### config.mk
export PLATFORM = sky130hd
export DESIGN_NAME = rx_credit_buffer_spw_flat
export DESIGN_NICKNAME = d
export VERILOG_FILES = /design/src/rtl/rx_credit_buffer_spw_pkg.sv /design/src/rtl/rx_credit_buffer_spw_if.sv /design/src/rtl/rx_credit_buffer_spw_fifo.sv /design/src/rtl/rx_credit_buffer_spw.sv /design/src/flat_wrapper.sv
export SDC_FILE = /design/constraint.sdc
export NUM_CORES = 1
export LEC_CHECK = 0
export ABC_AREA = 1
export BUFFER_PORTS_ARGS = -buffer_cell sky130_fd_sc_hd__buf_4
export CORE_UTILIZATION = 40
export DETAILED_ROUTE_END_ITERATION = 16
export GPL_TIMING_DRIVEN = 0
export SYNTH_ARGS = -nofsm -noshare
export SYNTH_HDL_FRONTEND = slang
export SYNTH_SLANG_ARGS = --single-unit
### constraint.sdc
create_clock -name posedge_clk -period 7.85 [get_ports posedge_clk]
set_input_delay 1.1775 -clock posedge_clk [delete_from_list [all_inputs] [get_ports posedge_clk]]
set_output_delay 1.1775 -clock posedge_clk [all_outputs]
set_load 0.1 [all_outputs]
### src/rtl/rx_credit_buffer_spw_pkg.sv
// spw_rx_pkg: shared SpaceWire receive-side constants and types.
package spw_rx_pkg;
  localparam int NCHAR_W = 9;
  localparam int FCT_CREDIT = 8;
  localparam int MAX_CREDIT_DEFAULT = 56;
  localparam int FLAG_BIT = 8;
  localparam logic [7:0] EOP = 8'h00;
  localparam logic [7:0] EEP = 8'h01;
  typedef logic [NCHAR_W-1:0] nchar_t;
endpackage

### src/rtl/rx_credit_buffer_spw_if.sv
// rx_credit_buffer_spw_if: receiver, consumer and FCT handshake signals of the receive buffer.
interface rx_credit_buffer_spw_if #(parameter int AW = 6);
  import spw_rx_pkg::*;
  logic link_enable;
  logic rx_got_null;
  logic rx_error;
  nchar_t rx_data_flag;
  logic rx_buffer_write;
  logic rd_en;
  nchar_t rd_data;
  logic rd_valid;
  logic [AW:0] fifo_count;
  logic fct_request;
  logic fct_ack;
  logic [5:0] credit_count;
  logic first_null;
  logic credit_error;
  modport master(
    output link_enable, rx_got_null, rx_error, rx_data_flag, rx_buffer_write, rd_en, fct_ack,
    input rd_data, rd_valid, fifo_count, fct_request, credit_count, first_null, credit_error
  );
  modport slave(
    input link_enable, rx_got_null, rx_error, rx_data_flag, rx_buffer_write, rd_en, fct_ack,
    output rd_data, rd_valid, fifo_count, fct_request, credit_count, first_null, credit_error
  );
endinterface

### src/rtl/rx_credit_buffer_spw_fifo.sv
// spw_fifo_sync: single-clock first-word fall-through FIFO of N-chars with occupancy count.
module spw_fifo_sync
  import spw_rx_pkg::*;
#(
  parameter int DEPTH = 64,
  parameter int AW = 6
) (
  input  logic        posedge_clk,
  input  logic        rx_resetn,
  input  logic        i_wr_en,
  input  logic        i_rd_en,
  input  nchar_t      i_wr_data,
  output nchar_t      o_rd_data,
  output logic        o_empty,
  output logic        o_full,
  output logic [AW:0] o_count
);
  nchar_t r_mem [DEPTH];
  nchar_t r_last;
  logic [AW:0] r_wptr, r_rptr;
  logic w_pop, w_push;
  assign o_count = r_wptr - r_rptr;
  assign o_empty = o_count == '0;
  assign o_full = o_count == (AW+1)'(DEPTH);
  assign w_pop = i_rd_en & ~o_empty;
  assign w_push = i_wr_en & (~o_full | w_pop);
  // When empty, show the last popped char rather than a stale memory slot.
  assign o_rd_data = o_empty ? r_last : r_mem[r_rptr[AW-1:0]];
  always_ff @(posedge posedge_clk)
    if (w_push) r_mem[r_wptr[AW-1:0]] <= i_wr_data;
  always_ff @(posedge posedge_clk or negedge rx_resetn)
    if (!rx_resetn) begin
      r_wptr <= '0;
      r_rptr <= '0;
      r_last <= '0;
    end else begin
      if (w_push) r_wptr <= r_wptr + 1'b1;
      if (w_pop) begin
        r_rptr <= r_rptr + 1'b1;
        r_last <= r_mem[r_rptr[AW-1:0]];
      end
    end
endmodule

### src/rtl/rx_credit_buffer_spw.sv
// rx_credit_buffer_spw: receive N-char buffer with FCT credit tracking and credit-error detection.
module rx_credit_buffer_spw
  import spw_rx_pkg::*;
#(
  parameter int DEPTH = 64,
  parameter int AW = 6,
  parameter int MAX_CREDIT = MAX_CREDIT_DEFAULT
) (
  input logic posedge_clk,
  input logic rx_resetn,
  rx_credit_buffer_spw_if.slave bus
);
  localparam logic [7:0] LP_MAX = 8'(MAX_CREDIT);
  localparam logic [7:0] LP_STEP = 8'(FCT_CREDIT);
  localparam logic [8:0] LP_DEPTH = 9'(DEPTH);
  logic [5:0] r_credit;
  logic r_first_null, r_credit_error;
  logic w_empty, w_full, w_pop, w_try, w_accept, w_ack, w_fct;
  logic [8:0] w_used;
  logic [7:0] w_cred_sum;
  logic [5:0] w_cred_next;
  spw_fifo_sync #(.DEPTH(DEPTH), .AW(AW)) u_fifo (
    .posedge_clk(posedge_clk),
    .rx_resetn(rx_resetn),
    .i_wr_en(w_accept),
    .i_rd_en(bus.rd_en),
    .i_wr_data(bus.rx_data_flag),
    .o_rd_data(bus.rd_data),
    .o_empty(w_empty),
    .o_full(w_full),
    .o_count(bus.fifo_count)
  );
  assign w_pop = bus.rd_en & ~w_empty;
  assign w_try = bus.rx_buffer_write & bus.link_enable & r_first_null & ~bus.rx_error;
  // A same-cycle pop frees the slot, so a full FIFO still accepts the write.
  assign w_accept = w_try & (r_credit != '0) & (~w_full | w_pop);
  assign w_used = 9'(bus.fifo_count) + 9'(r_credit) + 9'(FCT_CREDIT);
  assign w_fct = bus.link_enable & r_first_null & (w_used <= LP_DEPTH) & (8'(r_credit) + LP_STEP <= LP_MAX);
  assign w_ack = bus.fct_ack & w_fct;
  assign w_cred_sum = 8'(r_credit) + (w_ack ? LP_STEP : 8'd0) - 8'(w_accept);
  assign w_cred_next = w_cred_sum > LP_MAX ? LP_MAX[5:0] : w_cred_sum[5:0];
  assign bus.rd_valid = ~w_empty;
  assign bus.fct_request = w_fct;
  assign bus.credit_count = r_credit;
  assign bus.first_null = r_first_null;
  assign bus.credit_error = r_credit_error;
  always_ff @(posedge posedge_clk or negedge rx_resetn)
    if (!rx_resetn) begin
      r_credit <= '0;
      r_first_null <= 1'b0;
      r_credit_error <= 1'b0;
    end else if (!bus.link_enable) begin
      r_credit <= '0;
      r_first_null <= 1'b0;
      r_credit_error <= 1'b0;
    end else begin
      r_credit <= w_cred_next;
      r_first_null <= r_first_null | bus.rx_got_null;
      r_credit_error <= r_credit_error | (w_try & ~w_accept);
    end
endmodule

### src/flat_wrapper.sv
// flat-port wrapper written by rule: the top's interface ports become plain ports
module rx_credit_buffer_spw_flat import spw_rx_pkg::*;
#(
  parameter int DEPTH = 64,
  parameter int AW = 6,
  parameter int MAX_CREDIT = MAX_CREDIT_DEFAULT
)
  (posedge_clk, rx_resetn, bus_link_enable, bus_rx_got_null, bus_rx_error, bus_rx_data_flag, bus_rx_buffer_write, bus_rd_en, bus_fct_ack, bus_rd_data, bus_rd_valid, bus_fifo_count, bus_fct_request, bus_credit_count, bus_first_null, bus_credit_error);
  rx_credit_buffer_spw_if #(.AW(AW)) bus_i ();
  input logic posedge_clk;
  input logic rx_resetn;
  input wire logic [$bits(bus_i.link_enable)-1:0] bus_link_enable;
  input wire logic [$bits(bus_i.rx_got_null)-1:0] bus_rx_got_null;
  input wire logic [$bits(bus_i.rx_error)-1:0] bus_rx_error;
  input wire logic [$bits(bus_i.rx_data_flag)-1:0] bus_rx_data_flag;
  input wire logic [$bits(bus_i.rx_buffer_write)-1:0] bus_rx_buffer_write;
  input wire logic [$bits(bus_i.rd_en)-1:0] bus_rd_en;
  input wire logic [$bits(bus_i.fct_ack)-1:0] bus_fct_ack;
  output wire logic [$bits(bus_i.rd_data)-1:0] bus_rd_data;
  output wire logic [$bits(bus_i.rd_valid)-1:0] bus_rd_valid;
  output wire logic [$bits(bus_i.fifo_count)-1:0] bus_fifo_count;
  output wire logic [$bits(bus_i.fct_request)-1:0] bus_fct_request;
  output wire logic [$bits(bus_i.credit_count)-1:0] bus_credit_count;
  output wire logic [$bits(bus_i.first_null)-1:0] bus_first_null;
  output wire logic [$bits(bus_i.credit_error)-1:0] bus_credit_error;
  assign bus_i.link_enable = bus_link_enable;
  assign bus_i.rx_got_null = bus_rx_got_null;
  assign bus_i.rx_error = bus_rx_error;
  assign bus_i.rx_data_flag = bus_rx_data_flag;
  assign bus_i.rx_buffer_write = bus_rx_buffer_write;
  assign bus_i.rd_en = bus_rd_en;
  assign bus_i.fct_ack = bus_fct_ack;
  assign bus_rd_data = bus_i.rd_data;
  assign bus_rd_valid = bus_i.rd_valid;
  assign bus_fifo_count = bus_i.fifo_count;
  assign bus_fct_request = bus_i.fct_request;
  assign bus_credit_count = bus_i.credit_count;
  assign bus_first_null = bus_i.first_null;
  assign bus_credit_error = bus_i.credit_error;
  rx_credit_buffer_spw #(.DEPTH(DEPTH), .AW(AW), .MAX_CREDIT(MAX_CREDIT)) u_core (.posedge_clk(posedge_clk), .rx_resetn(rx_resetn), .bus(bus_i));
endmodule
# Yosys cells after proc, flatten, opt, wreduce, memory -nomap -nowiden
# Memories as Yosys holds them, arrays and structs flattened.
# Cells that the tools add are included.
[totals] ff_bits=31 ramBits=576 in_bits=17 elab_cells=48 memories=1
[op_classes] addsub=8 order_cmp=3 eq_ne=1 muxes=8 bitwise_logic=19 n_reduce_logical=2
[memory_table] memory="u_core.u_fifo.r_mem" depth=64 word_bits=9 rd=1 rd_clocked_by_memory_dff=0 wr=1 line_no="rx_credit_buffer_spw_fifo.sv:18" rtl="nchar_t r_mem [DEPTH];"
[ops] operator="$add A7 B1 Y7 const B" n=2
[ops] operator="$and A1 B1 Y1" n=12
[ops] operator="$mux W6" n=2
[ops] operator="$add A9 B4 Y9 const B" n=1
[ops] operator="$le A9 B7 Y1 const B" n=1
[ops] operator="$mux W9" n=1
[ops] operator="$add A6 B8 Y8" n=1
[ops] operator="$add A7 B6 Y8" n=1
[ops] operator="$gt A8 B6 Y1 const B" n=1
[ops] operator="$le A8 B6 Y1 const B" n=1
[ops] operator="$sub A8 B1 Y8" n=1
[ops] operator="$add A6 B4 Y7 const B" n=1
[ops] operator="$eq A7 B7 Y1 const B" n=1
[ops] operator="$logic_not A7 Y1" n=1
[ops] operator="$sub A7 B7 Y7" n=1
[ops] operator="$reduce_bool A6 Y1" n=1
[ops] operator="$mux W1" n=4
[ops] operator="$mux W4" n=1
[ops] operator="$not A1 Y1" n=4
[ops] operator="$or A1 B1 Y1" n=3

# Depth between registers and ports, before layout
# Gate-level depths: netlist of run 1.
[logic_depth] word_depth=13 mapped_depth=35 mapped_depth_nobuf=32

# By module
# From an unflattened synthesis of run 1, not the netlist that was laid out.
[unflattened] hier_cells=2590 area_unflattened_um2=26914.6
[by_module_without_submodules] module="spw_fifo_sync" n_inst=1 cells_each=2438 area_each_um2=25833.5
[by_module_without_submodules] module="rx_credit_buffer_spw" n_inst=1 cells_each=152 area_each_um2=1081.0

# Worst setup path before layout of run 1
# No wires, ideal clock.
[synth_path] path_type="register -> output" from="register u_core.u_fifo.r_rptr[1]" to="output port bus_fct_request" arrival_time_ps=5746 path_slack_ps=927 stages_incl_launch_ff=22 cell_sequence="dfrtp_1 -> buf_2 -> inv_1 -> buf_2 -> buf_2 -> fa_1 -> xor2_1 -> ha_1 -> nand2_1 -> nand2_1 -> inv_1 -> nand3b_1 -> nand2_1 -> inv_1 -> ha_1 -> nor3_1 -> nand2_1 -> nor2_1 -> nand3_1 -> nand3_1 -> inv_1 -> nor2_1"
[synth_between] elab_chain_cells=6
[synth_rtl] element="from (decl)" line_no="rx_credit_buffer_spw_fifo.sv:20" rtl="logic [AW:0] r_wptr, r_rptr;"
[synth_rtl] element="from (signal assigned)" line_no="rx_credit_buffer_spw_fifo.sv:39" rtl="r_rptr <= r_rptr + 1'b1;"
[synth_rtl] element="$sub A7 B7 Y7" line_no="rx_credit_buffer_spw_fifo.sv:22" rtl="assign o_count = r_wptr - r_rptr;"
[synth_rtl] element="named net bus_fifo_count[2]" line_no="flat_wrapper.sv:21" rtl="output wire logic [$bits(bus_i.fifo_count)-1:0] bus_fifo_count;"
[synth_rtl] element="$add A7 B6 Y8" line_no="rx_credit_buffer_spw.sv:37" rtl="assign w_used = 9'(bus.fifo_count) + 9'(r_credit) + 9'(FCT_CREDIT);"
[synth_rtl] element="$add A9 B4 Y9" line_no="rx_credit_buffer_spw.sv:37"
[synth_rtl] element="$le A9 B7 Y1" line_no="rx_credit_buffer_spw.sv:38" rtl="assign w_fct = bus.link_enable & r_first_null & (w_used <= LP_DEPTH) & (8'(r_credit) + LP_STEP <= LP_MAX);"
[synth_rtl] element="$and A1 B1 Y1 (2 in series)" line_no="rx_credit_buffer_spw.sv:38"
[synth_rtl] element="to (decl)" line_no="flat_wrapper.sv:22" rtl="output wire logic [$bits(bus_i.fct_request)-1:0] bus_fct_request;"
# The timed path passes the listed nets, and every way through them passes these cells.

# Worst setup path after layout of run 1
[layout_path] from="register u_core.u_fifo.r_rptr[2]" to="output port bus_fct_request"
[layout_between] elab_chain_cells=6
[layout_rtl] element="$sub A7 B7 Y7" line_no="rx_credit_buffer_spw_fifo.sv:22"
[layout_rtl] element="$add A7 B6 Y8" line_no="rx_credit_buffer_spw.sv:37"
[layout_rtl] element="$add A9 B4 Y9" line_no="rx_credit_buffer_spw.sv:37"
[layout_rtl] element="$le A9 B7 Y1" line_no="rx_credit_buffer_spw.sv:38"
[layout_rtl] element="$and A1 B1 Y1 (2 in series)" line_no="rx_credit_buffer_spw.sv:38"
# No other way between the ends.

==> results of run 1 <==
[state kept, by name, summed over array words and instances (netlist names)]
name / cells
u_core.u_fifo.r_mem: 576
u_core.u_fifo.r_last: 9
u_core.bus.credit_count: 6
u_core.u_fifo.r_wptr: 7
u_core.u_fifo.r_rptr: 7
u_core.bus.credit_error: 1
u_core.bus.first_null: 1
[metrics by stage]
step / cells / setup WS [ps] / hold WS [ps]
floorplan: 2637 / 927 / 449
global placement: 3543 / 2090 / 463
detailed placement: 3543 / 2040 / 473
CTS: 3657 / 1350 / 440
global route: 3657 / 1090 / 471
finish: 3657 / 1320 / 450
[metal layers]
layer  wire (um)  GRT usage
met1       34900      0.342
met5           0          0
met3        7220     0.0370
met4        3440     0.0980
met2       39600      0.401
[cells in the final DEF, fill, tap and decap left out, types with 12 or more instances in the layout]
master                      Yosys  layout
sky130_fd_sc_hd__o21ai_0      124     124
sky130_fd_sc_hd__inv_1        248     248
sky130_fd_sc_hd__nand3_1      243     243
sky130_fd_sc_hd__or2_2         12      12
sky130_fd_sc_hd__a21oi_1       38      38
sky130_fd_sc_hd__nand2_1      793     793
sky130_fd_sc_hd__ha_1          26      26
sky130_fd_sc_hd__clkbuf_1      33      57
sky130_fd_sc_hd__buf_4          1      43
sky130_fd_sc_hd__clkinv_1       4      16
sky130_fd_sc_hd__xor2_1        12      12
sky130_fd_sc_hd__buf_6         12      12
sky130_fd_sc_hd__o211ai_1      13      13
sky130_fd_sc_hd__nand4_1       13      13
sky130_fd_sc_hd__clkbuf_16      0      61
sky130_fd_sc_hd__dfrtp_1       31      31
sky130_fd_sc_hd__buf_2         65      65
sky130_fd_sc_hd__nor2_1       352     352
sky130_fd_sc_hd__edfxtp_1     576     576
[power groups by stage]
stage,sequential (mW),combinational (mW),clock [mW]
after floorplan,3.81,3.99,0
after global placement,3.77,5.99,0
after detailed placement,3.77,6.05,0
after CTS,3.70,6.08,2.80
after global routing,3.71,6.54,2.91
final,3.71,6.14,2.77
[worst max-delay path: cells and delay by family (launching register included)]
family / cells / cell delay, ps
buf+inv: 7 / 1580
simple gates: 11 / 1120
fa+ha+maj: 3 / 1080
flops: 1 / 560
xor+xnor: 1 / 190
compound gates: 1 / 160
[cell type report]
cell class	count	area [sq um]
Clock buffer	86	1630
Fill cell	6164	36000
Multi-Input combinational cell	1653	7240
Inverter	255	962
Timing Repair Buffer	42	315
Tap cell	864	1080
Buffer	122	644
Sequential cell	607	18100
Clock inverter	28	231
[kinds of logic (layout without fill, tap and decap cells)]
| logic type | Yosys count | count (layout) | share of synthesized area |
|---|---|---|---|
| simple gates | 1431 | 1431 | 0.215 |
| xor+xnor | 16 | 16 | 0.00521 |
| flops | 607 | 607 | 0.671 |
| compound gates | 177 | 177 | 0.0343 |
| fa+ha+maj | 29 | 29 | 0.0143 |
| buf+inv | 377 | 533 | 0.0597 |
[how the worst min path moves through the flow]
stage                                        from                      end  cells after the start  slack [ps]
final                                   rx_resetn  u_core.u_fifo.r_last[7]                      1         450
after global routing                    rx_resetn  u_core.u_fifo.r_last[7]                      1         470
after CTS                               rx_resetn  u_core.u_fifo.r_last[7]                      1         440
after detailed placement  u_core.u_fifo.r_last[6]  u_core.u_fifo.r_last[6]                      2         470
after global placement    u_core.u_fifo.r_last[0]  u_core.u_fifo.r_last[0]                      2         460
after floorplan           u_core.u_fifo.r_last[0]  u_core.u_fifo.r_last[0]                      2         450
==> impl_summary.md, run 1 <==
Route
After detailed routing, the total wire length is about 85000 um. The total DRC errors in the routed layout is 0. The first routing iteration left 2283 violations. In this run the remaining antenna-violating nets after routing total 0. The iteration count of the initial detailed-routing pass is 5. The detailed-route via count is 19500. Using the TritonRoute via totals, the vias-per-cell ratio works out to 5.35. The mean routed wirelength per cell is 23.3 um.

Synthesis
The cell type with the highest aggregate area in the netlist is sky130_fd_sc_hd__edfxtp_1. Synthesis produced a netlist with a net count of ~2700. The sequential fraction of the synthesis area is 0.671. The number of flip-flops and latches in the synthesized netlist is slightly above 600. The number of unique standard cell types used by synthesis is 35. Of the post-synthesis cell area, the dominant cell type holds 0.642. Among all cell types in the netlist, the one instantiated most often is sky130_fd_sc_hd__nand2_1. Counting instances in the post-synthesis netlist gives the leading cell types as 793 x sky130_fd_sc_hd__nand2_1, 576 x sky130_fd_sc_hd__edfxtp_1, 352 x sky130_fd_sc_hd__nor2_1. The Yosys step of the flow raised 0 warnings. The combined area of all synthesized cells is 26900 sq um. Synthesis handed over a netlist of around 2600 instances.

For this run, the leading register cell type out of synthesis is sky130_fd_sc_hd__edfxtp_1. The average footprint of a synthesized cell is slightly above 10 sq um. The count of flip-flops with a built-in enable after synthesis is 576. Of all flip-flops after synthesis, the portion carrying an async set or reset was 0.0511.

Yosys attributes the largest share of cell area to sky130_fd_sc_hd__edfxtp_1 64%, sky130_fd_sc_hd__nand2_1 11%, sky130_fd_sc_hd__nor2_1 4.9%.

STA
The setup total negative slack is 0 ps. The final count of pins violating max slew was 0. The worst path in the final design needs a cycle of between 6000 and 7000 ps, including I/O delays and setup. For the final database, setup skew stands at about 34 ps. Timing would allow up to around 150 MHz. The number of failing hold endpoints at the final stage is 0. The slew at the pin closest to its max-slew limit is 1310 ps. Of the available clock period, the critical path in the final layout requires 0.832. Setup repair after global routing left no endpoint under its margin. The final setup violation count is 0. The max-slew headroom at the worst pin is 0.122.

Critical path
In this run the critical register-to-register path is captured at u_core.bus.credit_count[2]. The sort of element at the end of the critical path is a primary output. The critical path goes through inv_1 > buf_2 > buf_1 > ha_1 > nand2_1 > nand2_1 > inv_1 > nand3_1 > nand2_1 > inv_1 > ha_1 > a21oi_1 > nand2_1 > xor2_1 > ha_1 > nor3_1 > nand2_1 > nor2_1 > nand3_1 > nand3_1 > inv_1 > nor2_1 > buf_4.

The slowest stage of the critical path belongs to the cell sky130_fd_sc_hd__buf_1. The peak per-stage delay on the critical path is 610 ps. In this run the register-to-register setup slack is a little under 2000 ps. The maximum fanout encountered on the critical timing path is 10. The critical path ends at bus_fct_request.

The required time at the worst-slack endpoint is roughly 6700 ps. The kind of start point of the critical path is a flop. The worst register-to-register path begins at u_core.u_fifo.r_rptr[2].

The worst path arrival time is 5350 ps. In this run the worst setup path begins at u_core.u_fifo.r_rptr[2]. The worst register-to-register path has a depth of 31.

The cell that appears most often on the critical path is sky130_fd_sc_hd__nand2_1. The worst setup path is of the flop to primary output kind.

Status
The run finished with clean final reports.

CTS
The number of gates resized after CTS was 0. CTS saw about 610 sinks. The number of CTS-inserted buffers is 61. The clock reaches the later pin of the worst-skew pair after approximately 660 ps.

The number of buffers added to fix hold violations after cts is 0. After clock tree synthesis, the clock-pin slew on the worst setup and hold paths is ~60 ps. CTS built an H-tree with a depth of 2.

The root buffer cell is sky130_fd_sc_hd__clkbuf_16. In this run the deepest clock path goes through 3 buffers. The number of setup buffers added after CTS is 0.

The CTS tree is built.

Power and ir drop
Of the total power, combinational logic draws 0.486. The internal portion of the total power is 6.64 mW. Of the total power, the share spent switching nets is 0.473. Summed over all nets, the switching power comes to 5.97 mW. Of the total power, the clock network draws 0.220. The leakage power total is around 12 nW. IR analysis of the VDD net gives a maximum drop of 724 uV. The register share of total power is 0.294.

The total power divided by cell area is 418 nW/um^2. The post-route total power is 12.6 mW.

Die
The floorplan core area is around 66000 sq um. During I/O placement, the number of pins put on the boundary was 43. The area of the die is 68300 sq um. From left edge to right edge, the die measures 261 um. The site row count is 94.

For this configuration, the core starts out at a cell density of 0.407. The vertical extent of the die is 261 um.

Place
The half-perimeter wire length of the detailed placement result is 57300 um. The number of buffers inserted by port buffering is 42. The total placed instance area is 28300 sq um.

The placer congestion estimate is 0.979.

Cells and area
The number of diodes is 0. The area growth from synthesis to layout is 12.1%. The share of final-layout standard cells stronger than drive strength 1 is 0.0791.

For this run, the share of the core covered by cells in the final layout is 0.456. At the end of the flow, the number of nets in the layout was 2788. With fillers left out, the area of the finished cells amounts to 30200 sq um.

Global routing
The initial antenna violation count is 0. The via count of the first global-routing pass is 18300. In the global route stage, overall resource usage came out at 0.250. The sum of overflow across all layers after global routing is 0. The first global-routing pass estimated approximately 120000 um of wire. The maximum number of pins on one net before global-route repair is 65.

Flow run
The number of maximum-capacitance constraint violations is 0.

Min path
The class of the most critical hold timing path is input pin to async pin.
Power figures use the tool's default switching activity.
==> run 2, diff against run 1 <==
==> constraint.sdc (replaced) <==
create_clock -name posedge_clk -period 5.95 [get_ports posedge_clk]
set_input_delay 0.8925 -clock posedge_clk [delete_from_list [all_inputs] [get_ports posedge_clk]]
set_output_delay 0.8925 -clock posedge_clk [all_outputs]
set_load 0.1 [all_outputs]
==> impl_summary.md, run 2 (synthesized netlist as in run 1, its figures left out) <==
Status
The run finished with clean final reports.

Critical path
STA classifies the critical path endpoint as a primary output. The internal reg-to-reg setup slack is about 520 ps. For the worst setup path, the data required time is between 5000 and 6000 ps. The kind of start point of the critical path is a flop. Counting cells, the worst reg-to-reg path comes to 31.

The maximum fanout encountered on the critical timing path is 19. At the worst endpoint, the arrival time is 4730 ps. The critical path is of the flop to primary output type. The start of the worst register-to-register path is u_core.u_fifo.r_rptr[2]. The capturing point of the worst reg2reg path is u_core.bus.credit_count[1].

Min path
The path class of the tightest hold or removal check is input pin to async pin.

CTS
The maximum clock insertion buffer count is 3. The clock-pin slew of the registers on the worst-case setup and hold paths is 60 ps. TritonCTS built the clock tree. The number of clock buffers added by TritonCTS is 66. The clock net in this run drives a total of about 610 sinks. The number of buffers added to fix hold violations after cts is 0. The H-tree generated during clock tree synthesis spans 3 levels. The later pin in the worst-skew pair is clocked with a latency of 630 ps. CTS placed an instance of sky130_fd_sc_hd__clkbuf_16 at the clock tree root.

Die
The vertical extent of the die is 261 um. The floorplan has 94 rows. The starting density of the core is 0.407.

The die boundary width is 261 um. The area of the die is 68300 sq um. For this design the top-level I/O count stands at 43. The floorplan core area is 66200 sq um.

Cells and area
The area of the multi-input gates is roughly 7300 sq um. Fill cells in the final layout number 6133. The post-synthesis to final-layout area growth is 12.7%. In the final layout, flip-flops and latches occupy 18100 sq um. For this run, the post-layout net count is 2791. The share of final-layout standard cells stronger than drive strength 1 is 0.0827. The library cell used most frequently in the layout, excluding fill and tap cells, is sky130_fd_sc_hd__nand2_1. The flip-flop count of the largest register, all copies and words added is 576. In the layout the commonest cells are 793 x sky130_fd_sc_hd__nand2_1, 576 x sky130_fd_sc_hd__edfxtp_1, 351 x sky130_fd_sc_hd__nor2_1.

Place
Buffers placed on the I/O ports in this run total 42. The placer congestion estimate is 1.00. The HPWL after detailed placement is 56800 um.

Route
The via-per-instance ratio is 5.32. The mean routed wirelength per cell is 22.9 um. The pre-antenna-repair detailed-routing pass consisted of 6 iterations.

In the routed design, unresolved DRC markers number 0. After the first detailed-routing iteration, the DRC count stood at 2117. The detailed-route via count is ~20000. Wires add up to 83700 um. The count of nets left with antenna violations once routing finished came out at 0.

Power and ir drop
Across the VDD grid, the largest voltage drop is 1310 uV. Dividing total power by cell area gives a power density of between 500 and 600 nW/um^2. For this design the static power due to leakage is 12.1 nW.

STA
For the pin with the worst max-slew slack, the measured transition is 1210 ps. Dividing the final minimum period by the clock period gives 0.945. The clock period minus final worst setup slack is ~5600 ps.

Setup repair after global routing left no endpoint under its margin. The final count of pins violating max slew was 0. The setup total negative slack is 0 ps. The worst clock skew on the final layout is around 42 ps.

The max-slew headroom at the worst pin is 0.192. The final setup violation count is 0. The fmax is 178 MHz.

The minimum hold slack is around 200 ps. The number of failing hold endpoints at the final stage is 0.

Global routing
The maximum number of pins on one net before global-route repair is 65. The global-route wire length before repair is 122000 um. In the global route stage, overall resource usage came out at 0.248.

The via count of the first global-routing pass is 18600. The total overflow left after global routing is 0. The initial antenna violation count is 0.

Flow run
Max-cap violations in this run came to 0.
run 2: cell count changes in the layout (fill, tap and decap cells not counted), sizes merged:
cell	delta
diode	+1
clkinv	-5
bufinv	-1
clkbuf	+8
inv	+3
buf	-3
clkinvlp	-1
run 2: worst max-delay path, stage by stage (launching register included):
cell	delay (ps)
sky130_fd_sc_hd__dfrtp_1	550
sky130_fd_sc_hd__inv_1	140
sky130_fd_sc_hd__clkbuf_4	310
sky130_fd_sc_hd__ha_1	470
sky130_fd_sc_hd__nand2_1	90
sky130_fd_sc_hd__inv_1	80
sky130_fd_sc_hd__nand2_1	60
sky130_fd_sc_hd__nand2_1	60
sky130_fd_sc_hd__nand2_1	40
sky130_fd_sc_hd__nand2_1	90
sky130_fd_sc_hd__inv_1	90
sky130_fd_sc_hd__ha_1	340
sky130_fd_sc_hd__a21oi_1	170
sky130_fd_sc_hd__nand2_1	150
sky130_fd_sc_hd__xor2_1	190
sky130_fd_sc_hd__ha_1	310
sky130_fd_sc_hd__nor3_1	140
sky130_fd_sc_hd__nand2_1	70
sky130_fd_sc_hd__nor2_1	120
sky130_fd_sc_hd__nand3_1	90
sky130_fd_sc_hd__nand3_1	140
sky130_fd_sc_hd__inv_1	70
sky130_fd_sc_hd__nor2_2	100
sky130_fd_sc_hd__buf_6	230
run 2: routing by layer:
metal,GRT usage,vias to the layer above,wire length (um)
li1,-,8940,-
met1,0.333,9381,34300
met2,0.393,957,38400
met3,0.0490,186,7640
met4,0.108,0,3440
met5,0,-,0
run 2: final cells by class:
type,count,share of cell area
Antenna cell,1,0.0000825
Clock inverter,24,0.00561
Tap cell,864,0.0356
Sequential cell,607,0.596
Inverter,255,0.0317
Buffer,120,0.0215
Clock buffer,93,0.0602
Multi-Input combinational cell,1653,0.239
Timing Repair Buffer,42,0.0105
run 2: where the power goes:
group / total (mW) / internal [mW] / switching [mW]
Combinational: 8.13 / 2.01 / 6.13
Sequential: 4.89 / 4.78 / 0.114
Clock: 3.87 / 2.19 / 1.68
run 2: worst max-delay path by stage:
stage                       startpoint                         end  slack (ps)  cells after the start
2_1_floorplan  u_core.u_fifo.r_rptr[1]             bus_fct_request         390                     21
3_3_place_gp   u_core.u_fifo.r_rptr[2]  u_core.bus.credit_count[3]         230                     32
3_5_place_dp   u_core.u_fifo.r_rptr[2]  u_core.bus.credit_count[1]         120                     31
4_1_cts        u_core.u_fifo.r_rptr[1]             bus_fct_request          80                     24
5_1_grt        u_core.u_fifo.r_rptr[1]             bus_fct_request          30                     25
6_report       u_core.u_fifo.r_rptr[2]             bus_fct_request         330                     23
run 2: through the flow:
| stage | cells | worst slack (ps) | total power, mW | instance area [sq um] | util |
|---|---|---|---|---|---|
| after CTS | 3659 | 80.8 | 16.8 | 30300 | 0.458 |
| after detailed placement | 3543 | 116 | 13.0 | 28300 | 0.428 |
| final | 3659 | 328 | 16.9 | 30300 | 0.458 |
| after global routing | 3658 | 34.8 | 17.7 | 30300 | 0.458 |
| after global placement | 3543 | 233 | 12.9 | 28300 | 0.428 |
| after floorplan | 2637 | 389 | 10.3 | 26900 | - |
run 2: repair_timing:
action | 4_1_cts | 5_1_grt
pin swaps | 0 | 0
gates cloned | 0 | 0
setup endpoints to repair | 1 | 7
setup buffers | 0 | 0
gates resized for setup | 2 | 6
